===== src/rtl/iomem_pkg.sv =====
// Shared types and constants for the PicoSoC iomem two-master arbiter.
package iomem_pkg;

  localparam int unsigned IOMEM_AW = 32;
  localparam int unsigned IOMEM_DW = 32;
  localparam int unsigned IOMEM_SW = 4;

  localparam int unsigned        IOMEM_TIMEOUT_CYCLES = 256;
  localparam logic [IOMEM_DW-1:0] IOMEM_TIMEOUT_RDATA  = 32'hDEAD_BEEF;

  typedef enum logic [1:0] {
    IDLE = 2'd0,
    GNT0 = 2'd1,
    GNT1 = 2'd2
  } arb_state_t;

  // Request payload forwarded from the granted master to the target.
  typedef struct packed {
    logic [IOMEM_SW-1:0] wstrb;
    logic [IOMEM_AW-1:0] addr;
    logic [IOMEM_DW-1:0] wdata;
  } iomem_req_t;

endpackage


===== src/rtl/iomem_timeout_ctr.sv =====
// Bus watchdog counter: counts granted cycles, flags the last allowed one.
module iomem_timeout_ctr
  import iomem_pkg::*;
#(
  parameter int unsigned TIMEOUT_CYCLES = IOMEM_TIMEOUT_CYCLES
) (
  input  logic clk,
  input  logic resetn,
  input  logic clear,
  input  logic enable,
  output logic expire
);

  localparam int unsigned CW = $clog2(TIMEOUT_CYCLES);
  localparam logic [CW-1:0] LAST = CW'(TIMEOUT_CYCLES - 1);

  logic [CW-1:0] cnt;

  // Count while enabled; holds at LAST so it can never wrap.
  always_ff @(posedge clk or negedge resetn) begin
    if (!resetn) begin
      cnt <= '0;
    end else if (clear) begin
      cnt <= '0;
    end else if (enable && (cnt != LAST)) begin
      cnt <= cnt + CW'(1);
    end
  end

  assign expire = enable && (cnt == LAST);

endmodule


===== src/rtl/iomem_arbiter.sv =====
// Round-robin arbiter sharing the PicoSoC iomem slave bus between two masters,
// with a watchdog that force-completes hung transactions.
// Optional: define IOMEM_ARB_LOCK_EN to add m1_lock (m1 bus locking).
module iomem_arbiter
  import iomem_pkg::*;
#(
  parameter int unsigned         TIMEOUT_CYCLES = IOMEM_TIMEOUT_CYCLES,
  parameter logic [IOMEM_DW-1:0] TIMEOUT_RDATA  = IOMEM_TIMEOUT_RDATA
) (
  input  logic                clk,
  input  logic                resetn,
  input  logic                m0_valid,
  output logic                m0_ready,
  input  logic [IOMEM_SW-1:0] m0_wstrb,
  input  logic [IOMEM_AW-1:0] m0_addr,
  input  logic [IOMEM_DW-1:0] m0_wdata,
  output logic [IOMEM_DW-1:0] m0_rdata,
  input  logic                m1_valid,
  output logic                m1_ready,
  input  logic [IOMEM_SW-1:0] m1_wstrb,
  input  logic [IOMEM_AW-1:0] m1_addr,
  input  logic [IOMEM_DW-1:0] m1_wdata,
  output logic [IOMEM_DW-1:0] m1_rdata,
  output logic                s_valid,
  input  logic                s_ready,
  output logic [IOMEM_SW-1:0] s_wstrb,
  output logic [IOMEM_AW-1:0] s_addr,
  output logic [IOMEM_DW-1:0] s_wdata,
  input  logic [IOMEM_DW-1:0] s_rdata,
  output logic [1:0]          grant,
  output logic                timeout_err
`ifdef IOMEM_ARB_LOCK_EN
  ,
  input  logic                m1_lock
`endif
);

  arb_state_t state;
  logic       rr_last;     // 1: m1 was served last, m0 wins the next tie
  iomem_req_t sel_req;
  logic       sel_valid;
  logic       expire;
  logic       forced;
  logic       complete;
  logic       m0_block;
  logic       want0;

  iomem_timeout_ctr #(
    .TIMEOUT_CYCLES(TIMEOUT_CYCLES)
  ) u_timeout_ctr (
    .clk    (clk),
    .resetn (resetn),
    .clear  (state == IDLE),
    .enable (state != IDLE),
    .expire (expire)
  );

`ifdef IOMEM_ARB_LOCK_EN
  logic lock_hold;

  assign m0_block = lock_hold && m1_lock;

  // Remember an m1 lock across the completion bubble until m1 releases it.
  always_ff @(posedge clk or negedge resetn) begin
    if (!resetn) begin
      lock_hold <= 1'b0;
    end else if ((state == IDLE) && !m1_lock) begin
      lock_hold <= 1'b0;
    end else if ((state == GNT1) && complete) begin
      lock_hold <= m1_lock;
    end
  end
`else
  assign m0_block = 1'b0;
`endif

  assign want0 = m0_valid && !m0_block;

  // Select the owner's request and build the completion/timeout strobes.
  always_comb begin
    sel_req   = '0;
    sel_valid = 1'b0;
    unique case (state)
      GNT0: begin
        sel_req   = '{wstrb: m0_wstrb, addr: m0_addr, wdata: m0_wdata};
        sel_valid = m0_valid;
      end
      GNT1: begin
        sel_req   = '{wstrb: m1_wstrb, addr: m1_addr, wdata: m1_wdata};
        sel_valid = m1_valid;
      end
      default: ;
    endcase
    forced   = sel_valid && expire && !s_ready;
    complete = sel_valid && (s_ready || expire);
  end

  // Bus-facing and master-facing datapath; the idle master sees zeros.
  always_comb begin
    s_valid     = sel_valid && !expire;
    s_wstrb     = sel_req.wstrb;
    s_addr      = sel_req.addr;
    s_wdata     = sel_req.wdata;
    m0_ready    = 1'b0;
    m1_ready    = 1'b0;
    m0_rdata    = '0;
    m1_rdata    = '0;
    timeout_err = forced;
    grant       = 2'b00;
    if (state == GNT0) begin
      grant    = 2'b01;
      m0_ready = complete;
      m0_rdata = forced ? TIMEOUT_RDATA : s_rdata;
    end else if (state == GNT1) begin
      grant    = 2'b10;
      m1_ready = complete;
      m1_rdata = forced ? TIMEOUT_RDATA : s_rdata;
    end
  end

  // Arbitration FSM with a mandatory IDLE bubble after every completion.
  always_ff @(posedge clk or negedge resetn) begin
    if (!resetn) begin
      state   <= IDLE;
      rr_last <= 1'b1;
    end else begin
      unique case (state)
        IDLE: begin
          if (want0 && m1_valid) begin
            state <= rr_last ? GNT0 : GNT1;
          end else if (want0) begin
            state <= GNT0;
          end else if (m1_valid) begin
            state <= GNT1;
          end
        end
        GNT0, GNT1: begin
          if (complete || !sel_valid) begin
            state <= IDLE;
          end
          if (complete) begin
            rr_last <= (state == GNT1);
          end
        end
        default: state <= IDLE;
      endcase
    end
  end

endmodule


===== config.mk =====
export PLATFORM = sky130hd
export DESIGN_NAME = iomem_arbiter
export DESIGN_NICKNAME = d
export VERILOG_FILES = /design/src/rtl/iomem_pkg.sv /design/src/rtl/iomem_timeout_ctr.sv /design/src/rtl/iomem_arbiter.sv
export SDC_FILE = /design/constraint.sdc
export NUM_CORES = 1
export LEC_CHECK = 0
export ABC_AREA = 0
export ABC_CLOCK_PERIOD_IN_PS = 2630
export BUFFER_PORTS_ARGS = -buffer_cell sky130_fd_sc_hd__buf_2
export CORE_AREA = 3 3 120 122
export CTS_CLUSTER_SIZE = 12
export DETAILED_ROUTE_END_ITERATION = 6
export DIE_AREA = 0 0 123 125
export MAX_ROUTING_LAYER = met4
export PLACE_DENSITY_LB_ADDON = 0.08
export SYNTH_ARGS = -nofsm -noshare
export SYNTH_HDL_FRONTEND = slang
export SYNTH_SLANG_ARGS = --single-unit

===== constraint.sdc =====
create_clock -name clk -period 2.63 [get_ports clk]
set_input_delay 0.263 -clock clk [delete_from_list [all_inputs] [get_ports clk]]
set_output_delay 0.263 -clock clk [all_outputs]
set_load 0.01 [all_outputs]

==> impl_summary.log <==
INFO  metric grt.overflow.total = 0
INFO  metric cp.required = 2.37 ns
INFO  metric finalCriticalPeriod = around 2.5 ns
INFO  metric final_core_utilization = 0.293
INFO  metric n_fill_cell = between 1,000 and 1,500
INFO  metric final-setup-viol-count = 0
INFO  metric total_power = about 3.1 mW
INFO  metric worst_slack = a little over 0.1 ns
INFO  metric global_route.usage.total = 0.142
INFO  metric slew_viol_final = 0
INFO  metric routedWlPerCell = between 15 and 20 um
INFO  metric detail_route.wirelength = 11.9 mm
INFO  metric drv.max_cap_violation_count = 0
INFO  metric worst_skew_pair.late_latency = approximately 0.24 ns
INFO  metric endpoint_kind = primary output
INFO  metric drt_iter0_markers = between 100 and 150
INFO  metric cts_buffers = 3
INFO  metric worstSetupPathType = flip-flop to primary output
INFO  metric synth.area.mux_share = 0.0151
INFO  metric io_buffers = between 300 and 400
INFO  metric mappedNetlistArea = 2080 sq um
INFO  metric hpwl = between 9 and 10 mm
INFO  metric powerDensity = around 800 nW/um^2
INFO  metric synth_simple_gate_area_frac = 0.247
INFO  metric worst-r2r-setup-slack = between 0.8 and 0.9 ns
INFO  metric die-height = about 130 um
INFO  metric maxSlewHeadroom = 0.631
INFO  metric synth_top_family_by_area = compound AO/OA/AOI/OAI gates
INFO  metric ys.warnings.count = 0
INFO  metric timing.hold.worst.start = m0_valid
INFO  metric grt_pass1_wl = roughly 17 mm
INFO  metric grt_max_degree = about 110
INFO  metric min_delay_path_depth = 3
INFO  metric finalNonFillerCells = 774
INFO  metric status = completed
INFO  metric totalNegativeSetupSlack = 0 ns
INFO  metric finish.instance_area = a little under 4000 sq um
INFO  metric netlist-cell-type-count = 38
INFO  metric cts-htree-levels = 1
INFO  metric antenna_cells = 0
INFO  metric grt_antenna_before_repair = 0
INFO  metric clock_skew = approximately 0.0048 ns
INFO  metric tritoncts_num_sinks = 11
INFO  metric crit_arrival = roughly 2.3 ns
INFO  metric placement.setup.worst_slack = 0.194 ns
INFO  metric syn_nets = ~490
INFO  metric post-route-drc-count = 0
INFO  metric critical-path-max-stage-delay = approximately 0.54 ns
INFO  metric worst_setup_path_start_kind = flip-flop
INFO  metric hold_path_class = input pin to flip-flop
INFO  metric fmax = between 300 and 400 MHz
INFO  metric power.static_leakage = around 2.2 nW
INFO  metric route.antenna.remaining_nets = 0
INFO  metric placed_instances = about 770
INFO  metric number_of_vias_per_cell_after_detailed_routing = between 4 and 5
INFO  metric cts.path.max_buffers = 2
INFO  metric finalHoldWorstSlack = between 0.4 and 0.5 ns
INFO  metric fin_crit_sh = 0.961
INFO  metric ys_top_cells_by_area = a22oi_1, o21a_1, nor2_1
INFO  metric reg2reg_from = state[1]$_DFFE_PN0P_
INFO  metric synth-seq-area-share = 0.133
INFO  metric finalWeightedCongestion = 0.896
INFO  metric initial_core_util = 0.156
INFO  metric detailed_place.area = around 3800 sq um
INFO  metric synth_compound_gate_area_share = 0.458
INFO  metric post_synth_fa_ha_maj_area_fraction = 0.0301
INFO  metric cells_after_synth = 310
INFO  metric syn-mean-instance-area = between 6 and 7 sq um
INFO  metric clock-root-buffer = clkbuf_16
INFO  metric postSynthRegisterBits = 11
INFO  metric timing.critical_path.cells = ha_1, nand3_1, or2_4, or4_4, buf_4, and3_1, buf_2
INFO  metric via_count = 3,469
INFO  metric synth.largest_area_cell = a22oi_1
INFO  metric hold_viol = 0
INFO  metric firstDrtPassIters = 4
INFO  metric worst_r2r_path_depth = 6
INFO  metric worst-slew-pin-transition = about 0.55 ns
INFO  metric tritoncts_clock_tree = yes
INFO  metric core_area = roughly 13,000 sq um
INFO  metric synth_edf_count = 0
INFO  metric holdPathEnd = state[0]$_DFFE_PN0P_
INFO  metric synth_top_cell_area_share = 0.249
INFO  metric die_w = 123 um
INFO  metric critical_path.max_fanout = 16
INFO  metric timing.critical_path.slowest_stage_cell = or4_4
INFO  metric synth-async-reset-ratio = 1.00
INFO  metric placement_rows = 42
INFO  metric net_count_of_the_finished_layout = 777
INFO  metric io-pin-count = 311
INFO  metric worst_case_vdd_ir_drop = 0.319 mV
INFO  metric capture_instance_of_the_worst_register_to_register_path = rr_last$_DFFE_PN1P_
INFO  metric clk_pin_slew_worst_paths = approximately 0.040 ns
INFO  metric area_delta_synth_final = 87.4%
INFO  metric rsz_0062_raised_after_global_routing = no
INFO  metric synthXorXnorAreaFrac = 0.0126
INFO  metric post_route_cells_drive_above_1_share = 0.560
INFO  metric design.die.area = roughly 15,000 sq um
INFO  metric postSynth.topFlopCell = dfrtp_1
INFO  metric first_global_vias = 3,223
## metal layers
layer  share of wire  global-route usage  vias to the layer above
met5               0                   -                        -
met4          0.0049              0.0111                        0
met3           0.095              0.0235                        4
met2            0.54               0.285                      211
met1            0.36               0.146                     1543
li1                -                   -                     1711
## what timing repair did
| action | 4_1_cts | 5_1_grt |
|---|---|---|
| endpoints found under the setup margin | 58 | 64 |
| resized for setup | 3 | 2 |
| endpoints found under the hold margin | 10 | 0 |
| pin swaps | 0 | 1 |
| hold buffers | 1 | 0 |
| setup buffers | 0 | 2 |
## synthesized netlist by cell type (2+ instances only)
library cell,instances
ha_1,5
nor2_1,79
buf_4,3
buf_2,2
o21a_1,48
buf_12,2
and3_1,17
a22oi_1,69
xor2_1,2
nand3_1,2
inv_1,5
mux2i_1,2
nand2_1,8
nor3_1,2
a21oi_1,2
dfrtp_1,10
clkbuf_1,29
o22ai_1,2
o21ai_0,2
## report_power, final
| part | switching [mW] | internal, mW |
|---|---|---|
| sequential | 0.0296 | 0.208 |
| combinational | 1.54 | 1.02 |
| clock | 0.0718 | 0.203 |
| total | 1.64 | 1.43 |
## state kept, by name, indices dropped and copies added, names as in the netlist
signal             count
state                  2
rr_last                1
u_timeout_ctr.cnt      8
## critical path: cells and delay by family, from the launching register on
kind / cells / cell delay, ns
fa+ha+maj: 1 / 0.19
buf+inv: 2 / 0.35
flops: 1 / 0.36
simple gates: 4 / 1.11
## cells by family (layout without fill, tap and decap cells)
group	Yosys count	in the layout
adders and majority gates	5	5
buffers and inverters	44	332
DFF	11	11
muxes	3	3
AOI/OAI and AO/OA	128	128
xor gates and xnor gates	3	3
and+or+nand+nor	116	116
## cells in the final DEF (no fill, tap or decap), types with 3 or more instances in the layout
cell type and count:
ha_1 3, buf_2 310, buf_4 7, and3_1 17
inv_1 4, dfrtp_1 10, a22oi_1 69, nor2_1 79
clkbuf_16 3, o21a_1 48, nand2_1 8
## worst max path at each step
stage | to | cells past startpoint | slack (ns) | from
2_1_floorplan | m0_rdata[10] | 11 | 0.31 | state[0]$_DFFE_PN0P_
3_3_place_gp | m1_rdata[24] | 7 | 0.24 | state[0]$_DFFE_PN0P_
3_5_place_dp | m0_rdata[23] | 8 | 0.19 | state[0]$_DFFE_PN0P_
4_1_cts | m0_rdata[24] | 8 | 0.02 | state[0]$_DFFE_PN0P_
5_1_grt | m0_rdata[14] | 7 | 0.01 | u_timeout_ctr.cnt[1]$_DFFE_PN0P_
6_report | m0_rdata[22] | 7 | 0.10 | u_timeout_ctr.cnt[1]$_DFFE_PN0P_
## cell type report
type	instances	area [sq um]	share of cell area
Sequential cell	11	277	0.0710
Timing Repair Buffer	321	1670	0.428
Inverter	7	38.8	0.00996
Multi-Input combinational cell	255	1620	0.415
Clock buffer	4	78.8	0.0202
Tap cell	176	220	0.0565
Power figures use the tool's default switching activity.
